`src/rtl/gba_fb_pkg.sv`:
```
// Shared types and frame geometry for the GBA ping-pong frame buffer.
package gba_fb_pkg;
   localparam int FB_WIDTH  = 240;
   localparam int FB_HEIGHT = 160;
   localparam int FB_PIXELS = FB_WIDTH * FB_HEIGHT;
   localparam int FB_ADDR_W = 17;
   localparam int FB_DATA_W = 15;

   typedef logic [FB_ADDR_W-1:0] fb_addr_t;
   typedef logic [FB_DATA_W-1:0] fb_color_t;
   typedef enum logic {FB_WRITE, FB_PENDING} fb_state_t;
endpackage

```
`src/rtl/gba_fb_read_pipe.sv`:
```
// Two-stage scan-out read pipe: stage 1 latches which buffer was read,
// stage 2 registers that buffer's RAM output.
module gba_fb_read_pipe
   import gba_fb_pkg::*;
#(
   parameter int DATA_W = FB_DATA_W
) (
   input  logic              clk,
   input  logic              rst_b,
   input  logic              rd_en_i,
   input  logic              sel_i,
   input  logic [DATA_W-1:0] buf0_dout_i,
   input  logic [DATA_W-1:0] buf1_dout_i,
   output logic              rd_valid_o,
   output logic [DATA_W-1:0] rd_color_o
);
   logic [1:0]        vld_pipe_q;
   logic              sel_q;
   logic [DATA_W-1:0] color_q;

   // sel_q is captured at issue, so a later swap cannot redirect a read in flight
   always_ff @(posedge clk or negedge rst_b) begin
      if (!rst_b) begin
         vld_pipe_q <= '0;
         sel_q      <= 1'b0;
         color_q    <= '0;
      end else begin
         vld_pipe_q <= {vld_pipe_q[0], rd_en_i};
         if (rd_en_i)       sel_q   <= sel_i;
         if (vld_pipe_q[0]) color_q <= sel_q ? buf1_dout_i : buf0_dout_i;
      end
   end

   assign rd_valid_o = vld_pipe_q[1];
   assign rd_color_o = color_q;
endmodule

```
`src/rtl/gba_framebuffer_ctrl.sv`:
```
// Ping-pong frame-buffer controller: writer fills the back buffer, reader
// scans the front buffer, and buffers swap only at the reader's vsync.
module gba_framebuffer_ctrl
   import gba_fb_pkg::*;
#(
   parameter int ADDR_W     = FB_ADDR_W,
   parameter int DATA_W     = FB_DATA_W,
   parameter int NUM_PIXELS = FB_PIXELS
) (
   input  logic              clk,
   input  logic              rst_b,
   input  logic              pix_valid,
   output logic              pix_ready,
   input  logic [ADDR_W-1:0] pix_addr,
   input  logic [DATA_W-1:0] pix_color,
   input  logic              frame_done,
   input  logic              rd_en,
   input  logic [ADDR_W-1:0] rd_addr,
   input  logic              rd_vsync,
   output logic              rd_valid,
   output logic [DATA_W-1:0] rd_color,
   output logic [ADDR_W-1:0] buf0_addr,
   output logic [ADDR_W-1:0] buf1_addr,
   output logic [DATA_W-1:0] buf0_din,
   output logic [DATA_W-1:0] buf1_din,
   output logic              buf0_we,
   output logic              buf1_we,
   input  logic [DATA_W-1:0] buf0_dout,
   input  logic [DATA_W-1:0] buf1_dout,
   output logic              front_sel,
   output logic              swap_pending,
   output logic [7:0]        drop_count,
   output logic              addr_err
);
   fb_state_t         state_q;
   logic              front_sel_q;
   logic [7:0]        drop_count_q;
   logic              addr_err_q;
   logic [ADDR_W-1:0] addr0_q, addr1_q;
   logic              wr_acc, wr_ok;

   assign pix_ready    = (state_q == FB_WRITE);
   assign swap_pending = (state_q == FB_PENDING);
   assign front_sel    = front_sel_q;
   assign drop_count   = drop_count_q;
   assign addr_err     = addr_err_q;

   assign wr_acc = pix_valid & pix_ready;
   assign wr_ok  = wr_acc & (32'(pix_addr) < NUM_PIXELS);

   // Back buffer belongs to the writer, front to the reader; idle ports hold addr.
   always_comb begin
      buf0_we   = 1'b0;
      buf1_we   = 1'b0;
      buf0_din  = '0;
      buf1_din  = '0;
      buf0_addr = addr0_q;
      buf1_addr = addr1_q;
      if (front_sel_q) begin
         if (rd_en) buf1_addr = rd_addr;
         if (wr_ok) begin
            buf0_we   = 1'b1;
            buf0_addr = pix_addr;
            buf0_din  = pix_color;
         end
      end else begin
         if (rd_en) buf0_addr = rd_addr;
         if (wr_ok) begin
            buf1_we   = 1'b1;
            buf1_addr = pix_addr;
            buf1_din  = pix_color;
         end
      end
   end

   always_ff @(posedge clk or negedge rst_b) begin
      if (!rst_b) begin
         addr0_q <= '0;
         addr1_q <= '0;
      end else begin
         addr0_q <= buf0_addr;
         addr1_q <= buf1_addr;
      end
   end

   // A frame_done in WRITE only arms the swap; the vsync that follows performs it.
   always_ff @(posedge clk or negedge rst_b) begin
      if (!rst_b) begin
         state_q      <= FB_WRITE;
         front_sel_q  <= 1'b0;
         drop_count_q <= '0;
         addr_err_q   <= 1'b0;
      end else begin
         if (wr_acc && !wr_ok) addr_err_q <= 1'b1;
         case (state_q)
            FB_WRITE: begin
               if (frame_done) state_q <= FB_PENDING;
            end
            FB_PENDING: begin
               if (frame_done && drop_count_q != 8'hFF) drop_count_q <= drop_count_q + 8'd1;
               if (rd_vsync) begin
                  front_sel_q <= ~front_sel_q;
                  state_q     <= FB_WRITE;
               end
            end
            default: state_q <= FB_WRITE;
         endcase
      end
   end

   gba_fb_read_pipe #(.DATA_W(DATA_W)) u_read_pipe (
      .clk         (clk),
      .rst_b       (rst_b),
      .rd_en_i     (rd_en),
      .sel_i       (front_sel_q),
      .buf0_dout_i (buf0_dout),
      .buf1_dout_i (buf1_dout),
      .rd_valid_o  (rd_valid),
      .rd_color_o  (rd_color)
   );
endmodule

```
`config.mk`:
```
export PLATFORM = sky130hd
export DESIGN_NAME = gba_framebuffer_ctrl
export DESIGN_NICKNAME = d
export VERILOG_FILES = /design/src/rtl/gba_fb_pkg.sv /design/src/rtl/gba_fb_read_pipe.sv /design/src/rtl/gba_framebuffer_ctrl.sv
export SDC_FILE = /design/constraint.sdc
export NUM_CORES = 1
export LEC_CHECK = 0
export CAP_MARGIN = 20
export CORE_UTILIZATION = 45
export CTS_BUF_LIST = sky130_fd_sc_hd__clkbuf_2
export DETAILED_ROUTE_END_ITERATION = 16
export PLACE_DENSITY = 0.89
export SYNTH_ARGS = -nofsm -noshare
export SYNTH_HDL_FRONTEND = slang
export SYNTH_SLANG_ARGS = --single-unit
```
`constraint.sdc`:
```
create_clock -name clk -period 3.11 [get_ports clk]
set_input_delay 0.622 -clock clk [delete_from_list [all_inputs] [get_ports clk]]
set_output_delay 0.622 -clock clk [all_outputs]
set_load 0.02 [all_outputs]
```
==> key figures <==
GRT
  • GR Util All Layers: 26.1%
  • Initial antenna violation count: 0
  • Largest net degree at the start of global routing: 60
  • Number of global-route vias before repair: 3,590
  • Total gr overflow: 0
  • First-pass GRT wire length: 17.1 mm

Timing
  • Clock Skew: 0.0166 ns
  • Measured slew at the worst slew-check pin: 0.871 ns
  • Final setup vio count: 0
  • Hold slack: 0.146 ns
  • Fmax: 0.328 GHz
  • Final Max Tran Viols: 0
  • RSZ-0062 raised after global routing: yes
  • Min Tclk post-route: 3.05 ns
  • Hold Violations, Final: 0
  • Rel. slew slack: 41.9%
  • Period utilization: 98.1%

Synthesis
  • Synth unique cells: 42
  • Post-synthesis xor/xnor area fraction: 2.00%
  • Largest family of logic cells by synthesized area: simple AND/OR/NAND/NOR gates
  • Simple-gate share of the synthesized area: 18.0%
  • Post-synthesis adder-cell area fraction: 0.357%
  • Mean Syn Cell Area: 10.3 um^2
  • Synthesis warning total: 0
  • Synthesis-stage register bit count: 63
  • Area leader, netlist: dfrtp_1
  • Synth area leaders: dfrtp_1 45%, mux2i_1 13%, a211oi_2 3.6%, nor2_1 3.3%, a21oi_1 2.9%
  • Sequential area share after synthesis: 45.0%
  • Synth Area in Compound Gates: 16.5%
  • Instance count of the mapped netlist: 342
  • Syn nets: 428
  • Synth top area share: 45.0%
  • Mux contribution to synthesized area: 13.5%
  • Post-Syn Area: 3510 um^2

Clocking
  • Clock Path Buffers: 2
  • Cts hold-fix bufs: 0
  • Num Clock Sinks: 63
  • CTS buffer count: 9
  • Clk Latency, worst-skew pair: 0.47 ns
  • Clk root buf: clkbuf_2
  • Clock-pin slew on the worst setup and hold paths: 0.18 ns
  • H-tree Lvls: 3
  • CTS tree: done

Final layout
  • Final Instance Area: 5460 um^2
  • Final #Nets: 624
  • Share of layout cells above drive strength 1: 24.5%
  • Most frequent cells in the layout: 109 x clkdlybuf4s50_1, 62 x dfrtp_1, 44 x mux2i_1
  • Final cell count without fillers: 642
  • Commonest non-fill, non-tap cell in the layout: clkdlybuf4s50_1
  • Final design utilization: 73.7%
  • Antenna Diode Count: 0
  • Area delta synth->final: 55.7%

Pwr
  • Pwr per Cell Area: 759 nW/um^2
  • Sw Pwr: 1.90 mW
  • Power, Total: 4.15 mW
  • Part of the power in combinational logic: 54.1%
  • Peak VDD IR: 0.000629 V
  • Clk pwr share: 9.7%
  • Static leakage: 2.52 nW
  • Switching Fraction: 45.8%
  • Int Power: 2.25 mW
  • Sequential Power Share: 36.2%

Route
  • Post-DR vias/cell: 5.35
  • DRC viols: 0
  • Final ANT Viol Nets: 0
  • DR WL/cell: 16.2 um
  • Final WL: 10.4 mm
  • Routed via count: 3,432
  • DR pass1 iterations: 4
  • DRT iter0 DRCs: 105

Place
  • Inst Count DP: 620
  • Cell Area, Placed: 5530 um^2
  • Post-DP HPWL: 7.98 mm
  • IO buf count: 178
  • GPL Wtd Cong: 0.852

Floorplanning
  • Die Span Y: 90.3 um
  • # rows: 31
  • Core ar.: 7410 um^2
  • I/O pin count: 179
  • Die Wd: 90.3 um
  • Die footprint: 8150 um^2
  • Initial Utilization: 47.3%

Worst setup path
  • Cell count of the worst reg-to-reg path: 7
  • CP max FO: 8
  • Setup crit end kind: primary output
  • Critical path type: in2out
  • Critical Path AT: 2.43 ns
  • Worst Path Required: 2.49 ns
  • CP startpoint kind: input port

Job
  • MaxCap Viol Count: 0

Worst hold path
  • Min-Delay Path Class: in2async

Status
  • Outcome: finished, final reports clean
-- worst paths after layout --
kind / from / end / slack (ns)
max in group asynchronous: rst_b / front_sel$_DFFE_PN0P_ / 2.18
worst max-delay path: pix_addr[9] / buf1_addr[3] / 0.06
min in group clk: drop_count[6]$_DFFE_PN0P_ / drop_count[6]$_DFFE_PN0P_ / 0.50
worst min-delay path: rst_b / addr0_q[1]$_DFF_PN0_ / 0.15
worst max register to register: swap_pending$_DFF_PN0_ / addr0_q[9]$_DFF_PN0_ / 1.40
worst min register to register: drop_count[6]$_DFFE_PN0P_ / drop_count[6]$_DFFE_PN0P_ / 0.50
-- power by group through the flow --
stage	clock network (mW)	logic [mW]	registers (mW)
2_1_floorplan	0	1.35	1.43
3_3_place_gp	0	2.42	1.49
3_5_place_dp	0	2.48	1.52
4_1_cts	0.416	2.29	1.50
5_1_grt	0.448	2.39	1.56
6_report	0.402	2.24	1.50
-- routing by layer --
metal	global-route usage, %	share of wire [%]	up-vias
met5	0	0	-
met4	10.5	2.7	0
met3	3.96	4.5	24
met2	46.4	51	109
met1	31.7	42	1651
li1	-	-	1648
-- cells in the mapped netlist --
library cell	count
dfrtp_1	63
mux2i_1	44
nor2_1	31
a21oi_1	20
o21ai_0	19
and2_1	16
and3_1	16
nor3_1	15
o22ai_1	13
clkbuf_1	11
a211oi_2	10
buf_2	10
nor3_2	9
nand2_1	8
a211oi_1	5
xnor2_1	5
buf_6	4
nand3_1	4
a31oi_1	3
mux2_2	3
nand4_1	3
nor2b_1	3
xor2_1	3
a221oi_1	2
a22oi_1	2
buf_4	2
inv_1	2
o211ai_1	2
a22oi_2	1
and2b_2	1
and4_2	1
buf_1	1
ha_1	1
nand2_2	1
nand2b_1	1
nor2_4	1
nor3b_4	1
o211a_1	1
o211a_4	1
o211ai_4	1
o21a_1	1
o21ai_1	1
-- sequential cells by signal (all words and copies together), names as in the netlist --
register / cells
drop_count: 8
addr0_q: 17
u_read_pipe.rd_color_o: 15
addr1_q: 17
swap_pending: 1
u_read_pipe.vld_pipe_q: 2
addr_err: 1
front_sel: 1
u_read_pipe.sel_q: 1
-- critical path: stages --
cell and delay [ns]:
clkdlybuf4s50_1 0.51, a21oi_2 0.07, buf_4 0.15, o211ai_4 0.26
buf_6 0.19, nor3_2 0.05, a211oi_2 0.22, clkdlybuf4s15_1 0.34
-- stage by stage --
stage          worst slack (ns)  setup TNS (ns)
4_1_cts                -0.00576        -0.00576
6_report                 0.0605               0
3_5_place_dp             -0.451          -21.26
5_1_grt                 -0.0515         -0.0932
3_3_place_gp             -0.388          -17.67
2_1_floorplan             0.555               0
-- repair_timing --
action                                  4_1_cts  5_1_grt
cloned                                        0        0
pin swaps                                     2        1
endpoints found under the setup margin       66       39
setup buffers                                 5        1
gates resized for setup                     145       48
-- cell families (layout without fill, tap and decap cells) --
family                     Yosys count  count (layout)
muxes                               47              47
buffers and inverters               30             231
AOI/OAI and AO/OA                   82              82
and+or+nand+nor                    111             111
DFF                                 63              63
adders and majority gates            1               1
xor gates and xnor gates             8               8
-- area by class of cell --
type / count / area, um^2
Timing Repair Buffer: 213 / 1890
Fill cell: 583 / 1950
Tap cell: 99 / 124
Clock buffer: 12 / 60.1
Sequential cell: 63 / 1580
Clock inverter: 4 / 22.5
Multi-Input combinational cell: 249 / 1780
Inverter: 2 / 7.51
(Power assumes the default switching activity.)
